===== config.mk =====
export PLATFORM = sky130hd
export DESIGN_NAME = signature_sign_flat
export DESIGN_NICKNAME = d
export VERILOG_FILES = /design/src/rtl/signature_sign_if.sv /design/src/rtl/signature_sign.sv /design/src/flat_wrapper.sv
export SDC_FILE = /design/constraint.sdc
export NUM_CORES = 2
export LEC_CHECK = 0
export CAP_MARGIN = 0
export CORE_AREA = 4 4 299 301
export DETAILED_ROUTE_END_ITERATION = 8
export DIE_AREA = 0 0 303 305
export HOLD_SLACK_MARGIN = 0.02
export PLACE_DENSITY = 0.86
export SYNTH_ARGS = -nofsm -noshare
export SYNTH_HDL_FRONTEND = slang
export SYNTH_SLANG_ARGS = --single-unit

===== constraint.sdc =====
create_clock -name clk -period 10.27 [get_ports clk]
set_clock_uncertainty 0.15 [all_clocks]
set_input_delay 1.027 -clock clk [delete_from_list [all_inputs] [get_ports clk]]
set_output_delay 1.027 -clock clk [all_outputs]
set_load 0.01 [all_outputs]

===== src/rtl/signature_sign_if.sv =====
// rtl/signature_sign_if.sv - hash/key request and signature response bundle for signature_sign
interface signature_sign_if;
    logic [255:0] hash;
    logic [255:0] key;
    logic         key_valid;
    logic         sign_start;
    logic [255:0] signature;
    logic         sign_busy;
    logic         sign_done;
    logic         sign_error;

    modport master (
        output hash, key, key_valid, sign_start,
        input  signature, sign_busy, sign_done, sign_error
    );

    modport slave (
        input  hash, key, key_valid, sign_start,
        output signature, sign_busy, sign_done, sign_error
    );
endinterface


===== src/rtl/signature_sign.sv =====
// rtl/signature_sign.sv - iterative ARX keyed signature engine, one round per clock
module signature_sign #(
    parameter int ROUNDS = 16,
    parameter int ROT    = 7
) (
    input  logic           clk,
    input  logic           reset,
    signature_sign_if.slave sig_if
);
    typedef enum logic {IDLE, RUN} state_t;

    localparam logic [7:0] LAST_ROUND = 8'(ROUNDS - 1);

    state_t       state, state_nx;
    logic [255:0] s_q, s_nx;
    logic [255:0] key_q, key_nx;
    logic [255:0] sig_q, sig_nx;
    logic [7:0]   r_q, r_nx;
    logic         busy_q, busy_nx;
    logic         done_q, done_nx;
    logic         err_q, err_nx;
    logic [255:0] round_out;

    // Each word mixes with its upper neighbour (w7 wraps to w0), all from the old state.
    genvar i;
    generate
        for (i = 0; i < 8; i++) begin : g_word
            logic [31:0] sum;
            assign sum = s_q[i*32 +: 32] + s_q[((i + 1) % 8)*32 +: 32];
            assign round_out[i*32 +: 32] = ((sum << ROT) | (sum >> (32 - ROT)))
                                           ^ key_q[i*32 +: 32] ^ {24'b0, r_q};
        end
    endgenerate

    always_ff @(posedge clk) begin
        if (reset) begin
            state  <= IDLE;
            s_q    <= '0;
            key_q  <= '0;
            sig_q  <= '0;
            r_q    <= '0;
            busy_q <= 1'b0;
            done_q <= 1'b0;
            err_q  <= 1'b0;
        end else begin
            state  <= state_nx;
            s_q    <= s_nx;
            key_q  <= key_nx;
            sig_q  <= sig_nx;
            r_q    <= r_nx;
            busy_q <= busy_nx;
            done_q <= done_nx;
            err_q  <= err_nx;
        end
    end

    always_comb begin
        state_nx = state;
        s_nx     = s_q;
        key_nx   = key_q;
        sig_nx   = sig_q;
        r_nx     = r_q;
        busy_nx  = busy_q;
        done_nx  = 1'b0;
        err_nx   = 1'b0;
        unique case (state)
            IDLE: begin
                if (sig_if.sign_start) begin
                    if (sig_if.key_valid) begin
                        key_nx   = sig_if.key;
                        s_nx     = sig_if.hash ^ sig_if.key;
                        r_nx     = '0;
                        busy_nx  = 1'b1;
                        state_nx = RUN;
                    end else begin
                        err_nx = 1'b1;
                    end
                end
            end
            RUN: begin
                // Inputs are ignored here; only the latched key feeds the rounds.
                s_nx = round_out;
                r_nx = r_q + 8'd1;
                if (r_q == LAST_ROUND) begin
                    sig_nx   = round_out ^ key_q;
                    done_nx  = 1'b1;
                    busy_nx  = 1'b0;
                    state_nx = IDLE;
                end
            end
            default: state_nx = IDLE;
        endcase
    end

    assign sig_if.signature  = sig_q;
    assign sig_if.sign_busy  = busy_q;
    assign sig_if.sign_done  = done_q;
    assign sig_if.sign_error = err_q;
endmodule


===== src/flat_wrapper.sv =====
// flat-port wrapper written by rule: the top's interface ports become plain ports
module signature_sign_flat 
#(
    parameter int ROUNDS = 16,
    parameter int ROT    = 7
)
  (clk, reset, sig_if_hash, sig_if_key, sig_if_key_valid, sig_if_sign_start, sig_if_signature, sig_if_sign_busy, sig_if_sign_done, sig_if_sign_error);
  signature_sign_if sig_if_i ();
  input  logic clk;
  input  logic reset;
  input wire logic [$bits(sig_if_i.hash)-1:0] sig_if_hash;
  input wire logic [$bits(sig_if_i.key)-1:0] sig_if_key;
  input wire logic [$bits(sig_if_i.key_valid)-1:0] sig_if_key_valid;
  input wire logic [$bits(sig_if_i.sign_start)-1:0] sig_if_sign_start;
  output wire logic [$bits(sig_if_i.signature)-1:0] sig_if_signature;
  output wire logic [$bits(sig_if_i.sign_busy)-1:0] sig_if_sign_busy;
  output wire logic [$bits(sig_if_i.sign_done)-1:0] sig_if_sign_done;
  output wire logic [$bits(sig_if_i.sign_error)-1:0] sig_if_sign_error;
  assign sig_if_i.hash = sig_if_hash;
  assign sig_if_i.key = sig_if_key;
  assign sig_if_i.key_valid = sig_if_key_valid;
  assign sig_if_i.sign_start = sig_if_sign_start;
  assign sig_if_signature = sig_if_i.signature;
  assign sig_if_sign_busy = sig_if_i.sign_busy;
  assign sig_if_sign_done = sig_if_i.sign_done;
  assign sig_if_sign_error = sig_if_i.sign_error;
  signature_sign #(.ROUNDS(ROUNDS), .ROT(ROT)) u_core (.clk(clk), .reset(reset), .sig_if(sig_if_i));
endmodule

# --- After elaboration in Yosys (flattened, before gate mapping) ---
# Index checks and enable logic that the tools add are counted.
classes:
  n_bitwise: 28
  n_mux: 16
  addsub: 9
  eq_ne: 4
  reduce_logical: 6
op_table:
  columns: ["op", "n"]
  rows:
  - ["256-bit 2-to-1 mux", 2]
  - ["256-bit case mux with 2 select lines", 1]
  - ["256-bit bitwise XOR", 2]
  - ["32-bit adder", 8]
  - ["32-bit by 7-bit OR with 32-bit output", 8]
  - ["32-bit bitwise XOR", 8]
  - ["32-bit by 8-bit bitwise XOR with 32-bit output", 8]
  - ["8-bit 2-to-1 mux", 2]
  - ["8-bit case mux with 2 select lines", 1]
  - ["8-bit by 1-bit adder with 8-bit output, second input constant", 1]
  - ["8-bit by 4-bit equality test with 1-bit output, second input constant", 1]
  - ["1-bit 2-to-1 mux", 8]
  - ["2-bit != test, second input constant", 3]
  - ["3-bit AND reduction", 2]
  - ["1-bit case mux with 2 select lines", 2]
  - ["2-bit AND reduction", 2]
  - ["3-bit OR reduction", 1]
  - ["1-bit NOT", 2]
  - ["2-bit OR reduction", 1]
totals:
  ff_bits: 780
  word_cells: 71
  out_inout_bits: 259
  inputBits: 516

# --- Longest topological paths before layout ---
depth:
  depth_word: 5
  depth_mapped: 14
  mapped_depth_nobuf: 14

# --- Worst setup path after synthesis ---
# OpenSTA, ideal clock, no wires.
synth_timing:
  kind: "register -> register"
  start: "reg u_core.s_q[32]"
  end: "reg u_core.s_q[37]"
  t_arrival_ns: 2.961
  n_path_buf: 0
  stages_incl_launch_ff: 15
  setup_ns: 0.131
  synth_period_minus_slack_ns: 3.243
  path_slack_ns: 7.027
  cell_sequence: "dfxtp_1 > ha_1 > inv_1 > fa_1 > nor2b_1 > o21ai_0 > a21boi_0 > o21a_1 > a21oi_1 > o31ai_1 > a21oi_1 > o31ai_1 > xnor2_1 > mux2i_1 > o21ai_0"
synth_between:
  elab_chain_len: 5
synth_rtl:
  columns: ["item", "line", "text"]
  rows:
  - ["from (decl)", "signature_sign.sv:15", "logic [255:0] s_q, s_nx;"]
  - ["from (signal assigned)", "signature_sign.sv:47", "s_q <= s_nx;"]
  - ["32-bit adder", "signature_sign.sv:29", "assign sum = s_q[i*32 +: 32] + s_q[((i + 1) % 8)*32 +: 32];"]
  - ["32-bit by 7-bit OR with 32-bit output", "signature_sign.sv:30", "assign round_out[i*32 +: 32] = ((sum << ROT) | (sum >> (32 - ROT)))"]
  - ["32-bit bitwise XOR", "signature_sign.sv:31", "^ key_q[i*32 +: 32] ^ {24'b0, r_q};"]
  - ["32-bit by 8-bit bitwise XOR with 32-bit output", "signature_sign.sv:31", null]
  - ["256-bit case mux with 2 select lines", "signature_sign.sv:66", "unique case (state)"]
# No other way between the ends.
# A chain may end at the register's enable or synchronous reset.

# --- Final worst setup path ---
layout_timing:
  start: "reg u_core.state"
  end: "reg u_core.s_q[102]"
layout_between:
  elab_chain_len: 3
  elab_cells_between_ends: 5
  cone_classes: "2 x eq/ne; 1 x mux; 1 x bitwise; 1 x reduce/logical"
layout_rtl:
  columns: ["item", "line", "text"]
  rows:
  - ["from (decl)", "signature_sign.sv:14", "state_t state, state_nx;"]
  - ["from (signal assigned)", "signature_sign.sv:46", "state <= state_nx;"]
  - ["1-bit NOT (no line)", null, null]
  - ["2-bit != test (no line)", null, null]
  - ["2-bit AND reduction (no line)", null, null]
# Parallel ways exist; a longest one is shown, timed or not.

==> load_flow_metrics.sql <==
INSERT INTO impl_metrics (metric_group, metric, value, unit) VALUES
('die', 'fp.dieH', '305', 'um'),
('finish', 'net_count_reported_at_finish', '6816', ''),
('worst_setup_path', 'slowest_delay', '860', 'ps'),
('timing', 'period_minus_slack', '4395', 'ps'),
('logic_synthesis', 'synth.yosys.warnings', '0', ''),
('logic_synthesis', 'yosysSeqAreaShare', '35.18', '%'),
('clocking', 'post_cts_setup_inserts', '0', ''),
('worst_setup_path', 'r2r.worst_path.cells', '7', ''),
('worst_setup_path', 'worst_path_most_repeated_cell', 'buf_4', ''),
('hold_path', 'hold_class', 'register to register', ''),
('die', 'initial_core_util', '51.24', '%'),
('global_route', 'grt_start_max_net_pins', '200', ''),
('global_route', 'total_routing_usage_gr', '36.30', '%'),
('logic_synthesis', 'synth_cell_types', '75', ''),
('clocking', 'clock_sink_count', '780', ''),
('placed_design', 'gpl.final_weighted_congestion', '1.012', ''),
('flow_run', 'max-cap-violations', '0', ''),
('hold_path', 'hold_path_depth', '2', ''),
('worst_setup_path', 'r2r_setup_slack', '5880', 'ps'),
('detailed_routing', 'vias', '45090', ''),
('timing', 'timing_max_transition_violations_final', '0', ''),
('detailed_routing', 'antenna_violating_nets_post_route', '0', ''),
('worst_setup_path', 'cp_slowest_cell', 'buf_4', ''),
('timing', 'worst-slew-pin-transition', '1268', 'ps'),
('die', 'die_x', '303', 'um'),
('status', 'run_status', 'finished clean', ''),
('global_route', 'grt_first_pass_wirelength', '259.3', 'mm'),
('clocking', 'cts_max_level', '3', ''),
('detailed_routing', 'drt-vias-per-instance', '6.206', ''),
('clocking', 'cts_repair_resize_count', '0', ''),
('finish', 'area_delta_synth_final', '25.00', '%'),
('logic_synthesis', 'mappedNetlistNets', '6241', ''),
('clocking', 'tritoncts', 'done', ''),
('timing', 'totalNegativeSetupSlack', '0', 'ps'),
('placed_design', 'port_buffers', '774', ''),
('clocking', 'worst_setup_hold_path_clk_slew', '60', 'ps'),
('global_route', 'globalRoute.totalOverflow', '0', ''),
('logic_synthesis', 'synth.avg_cell_area', '8.117', 'sq um'),
('logic_synthesis', 'top_flip_flop_cell_by_instance_count_after_synthesis', 'dfxtp_1', ''),
('detailed_routing', 'wl_per_cell', '24.30', 'um'),
('placed_design', 'hpwlAfterDp', '130.9', 'mm'),
('detailed_routing', 'dr.first_iter.drc_count', '5131', ''),
('logic_synthesis', 'synth.cell_area', '0.04438', 'sq mm'),
('die', 'floorplan.core_area', '0.08662', 'sq mm'),
('timing', 'report.final.hold_viol_count', '0', ''),
('worst_setup_path', 'end_kind', 'register', ''),
('worst_setup_path', 'critical_path_required', '10660', 'ps'),
('worst_setup_path', 'critical_path.max_fanout', '79', ''),
('logic_synthesis', 'netlist_instances', '5468', ''),
('logic_synthesis', 'synthesis_stage_register_bit_count', '780', ''),
('worst_setup_path', 'cp-start-kind', 'register', ''),
('clocking', 'clk_root_buffer_cell', 'clkbuf_16', ''),
('logic_synthesis', 'post_synth_edffs', '0', ''),
('die', 'die_area', '0.09242', 'sq mm'),
('timing', 'timing.hold.ws', '301.9', 'ps'),
('worst_setup_path', 'worst-setup-path-type', 'register to register', ''),
('worst_setup_path', 'path_cells', 'buf_4 -> inv_1 -> buf_4 -> nand2_4 -> buf_4 -> o221ai_1 -> nor3b_1', ''),
('timing', 'post-route-period-util', '42.79', '%'),
('detailed_routing', 'finalWirelength', '176.5', 'mm'),
('die', 'std_cell_rows', '108', ''),
('timing', 'timing.final.setup_violations', '0', ''),
('global_route', 'antenna_found_initial', '3', ''),
('timing', 'slew-limit-headroom', '15.35', '%'),
('timing', 'fmax', '227.6', 'MHz'),
('finish', 'post_route_cells_drive_above_1_share', '3.390', '%'),
('die', 'floorplan.io_pins', '775', ''),
('logic_synthesis', 'asr_flop_ratio_synth', '0', '%'),
('clocking', 'number_of_buffers_inserted_during_clock_tree_synthesis', '82', ''),
('worst_setup_path', 'cp.arrival', '4780', 'ps'),
('power', 'powerDensity', '160.0', 'mW/mm^2'),
('detailed_routing', 'drt_pre_antenna_iters', '6', ''),
('clocking', 'clk_latency', '650', 'ps'),
('timing', 'rsz0062_at_grt', 'false', ''),
('power', 'max-vdd-ir-drop', '0.1266', 'mV'),
('power', 'cellLeakagePower', '21.38', 'nW'),
('clocking', 'cts_hold_repair.buffers', '0', ''),
('global_route', 'grt_pass1_vias', '42960', ''),
('detailed_routing', 'post-route-drc-count', '0', ''),
('clocking', 'maximum_count_of_clock_buffers_along_a_single_path', '3', '');
==> metal layers <==
layer / global-route usage (%) / wire (um)
met5: 0 / 12
met4: 23.36 / 13440
met3: 7.802 / 20260
met2: 56.29 / 77710
met1: 45.58 / 65110
==> power breakdown <==
part | switching (mW) | internal, mW
sequential | 0.300 | 3.19
clock | 1.32 | 1.73
combinational | 1.36 | 0.986
total | 2.98 | 5.90
==> sequential cells by signal (all words and copies together), names as in the netlist <==
| signal | count |
|---|---|
| u_core.key_q | 256 |
| u_core.r_q | 8 |
| u_core.s_q | 256 |
| u_core.sig_if.sign_busy | 1 |
| u_core.sig_if.sign_done | 1 |
| u_core.sig_if.sign_error | 1 |
| u_core.sig_if.signature | 256 |
| u_core.state | 1 |
==> stage by stage <==
stage / setup slack [ps] / std cells / utilization [%] / cell area [sq um] / power (mW)
final: 5875 / 7265 / 64.05 / 55480 / 8.879
after global routing: 5764 / 7264 / 64.05 / 55480 / 9.160
after CTS: 6013 / 7262 / 64.04 / 55470 / 8.801
after detailed placement: 5995 / 7114 / 60.90 / 52750 / 5.796
after global placement: 6094 / 7114 / 60.90 / 52750 / 5.757
after floorplan: 7027 / 5468 / - / 44380 / 4.915
==> cell families after synthesis <==
group           synth area share [%]
compound gates                 23.65
xor+xnor                       15.52
fa+ha+maj                      7.380
buf+inv                        3.197
flops                          35.18
mux                           0.1804
simple gates                   14.89
==> cell usage in the layout (no fill, tap or decap), types with 28 or more instances in the layout <==
cell               n
o21a_1            38
a21oi_1          859
dfxtp_1          779
clkbuf_16         83
a31oi_1           30
nor2b_1           28
o221ai_1         177
a211oi_1          98
buf_4             30
and3_1            28
xnor2_1          408
nand2_1          987
nor2_1           285
clkdlybuf4s50_1  773
o21ai_0          139
a21o_1           123
inv_1             60
xor2_1           373
nor3_1            53
o21bai_1          29
ha_1             249
nand3_1           50
==> area by class of cell <==
class | count | area [sq um]
diodes | 3 | 7.507
flip-flops and latches | 780 | 15620
fillers | 7128 | 31140
well taps | 1155 | 1445
multi-input cells | 4310 | 27400
repair buffers | 808 | 8058
clock inverters | 36 | 385.4
clock buffers | 112 | 2336
inverters | 61 | 234.0
==> critical path, delay by kind of cell (launching register included) <==
family	cells	cell delay (ps)
buffers and inverters	4	1940
AND/OR/NAND/NOR	2	1000
flip-flops	1	830
AO/OA/AOI/OAI	1	200
==> Yosys cell counts (all sizes together) (12+ instances only) <==
| library cell | number | area [sq um] |
|---|---|---|
| o31ai | 15 | 117.6 |
| o211ai | 25 | 187.7 |
| inv | 60 | 225.2 |
| o221ai | 178 | 1565 |
| nor3 | 53 | 265.3 |
| a21boi | 13 | 97.60 |
| a31oi | 30 | 187.7 |
| dfxtp | 780 | 15610 |
| buf | 23 | 86.33 |
| o21a | 38 | 285.3 |
| a22oi | 26 | 195.2 |
| a21o | 123 | 923.4 |
| clkbuf | 294 | 1104 |
| a211oi | 101 | 773.3 |
| and2 | 25 | 156.4 |
| nand3 | 51 | 255.2 |
| a21oi | 861 | 4313 |
| and3 | 29 | 181.4 |
| a222oi | 14 | 140.1 |
| nand4 | 23 | 143.9 |
| nand2 | 989 | 3712 |
| xor2 | 373 | 3267 |
| nand2b | 27 | 168.9 |
| o21bai | 29 | 217.7 |
| o31a | 12 | 106.4 |
| xnor2 | 408 | 3573 |
| nor2b | 28 | 175.2 |
| o21ai | 143 | 715.7 |
| ha | 249 | 3115 |
| nor2 | 285 | 1070 |
| o22ai | 24 | 150.1 |
==> path summary, 6_finish.rpt <==
check | from | endpoint
worst min register to register | u_core.sig_if.signature[87] | u_core.sig_if.signature[87]
worst max register to register | u_core.state | u_core.s_q[102]
worst min-delay path | u_core.sig_if.signature[87] | u_core.sig_if.signature[87]
worst max-delay path | u_core.state | u_core.s_q[102]
No activity file was read; power rests on OpenSTA's default activity.
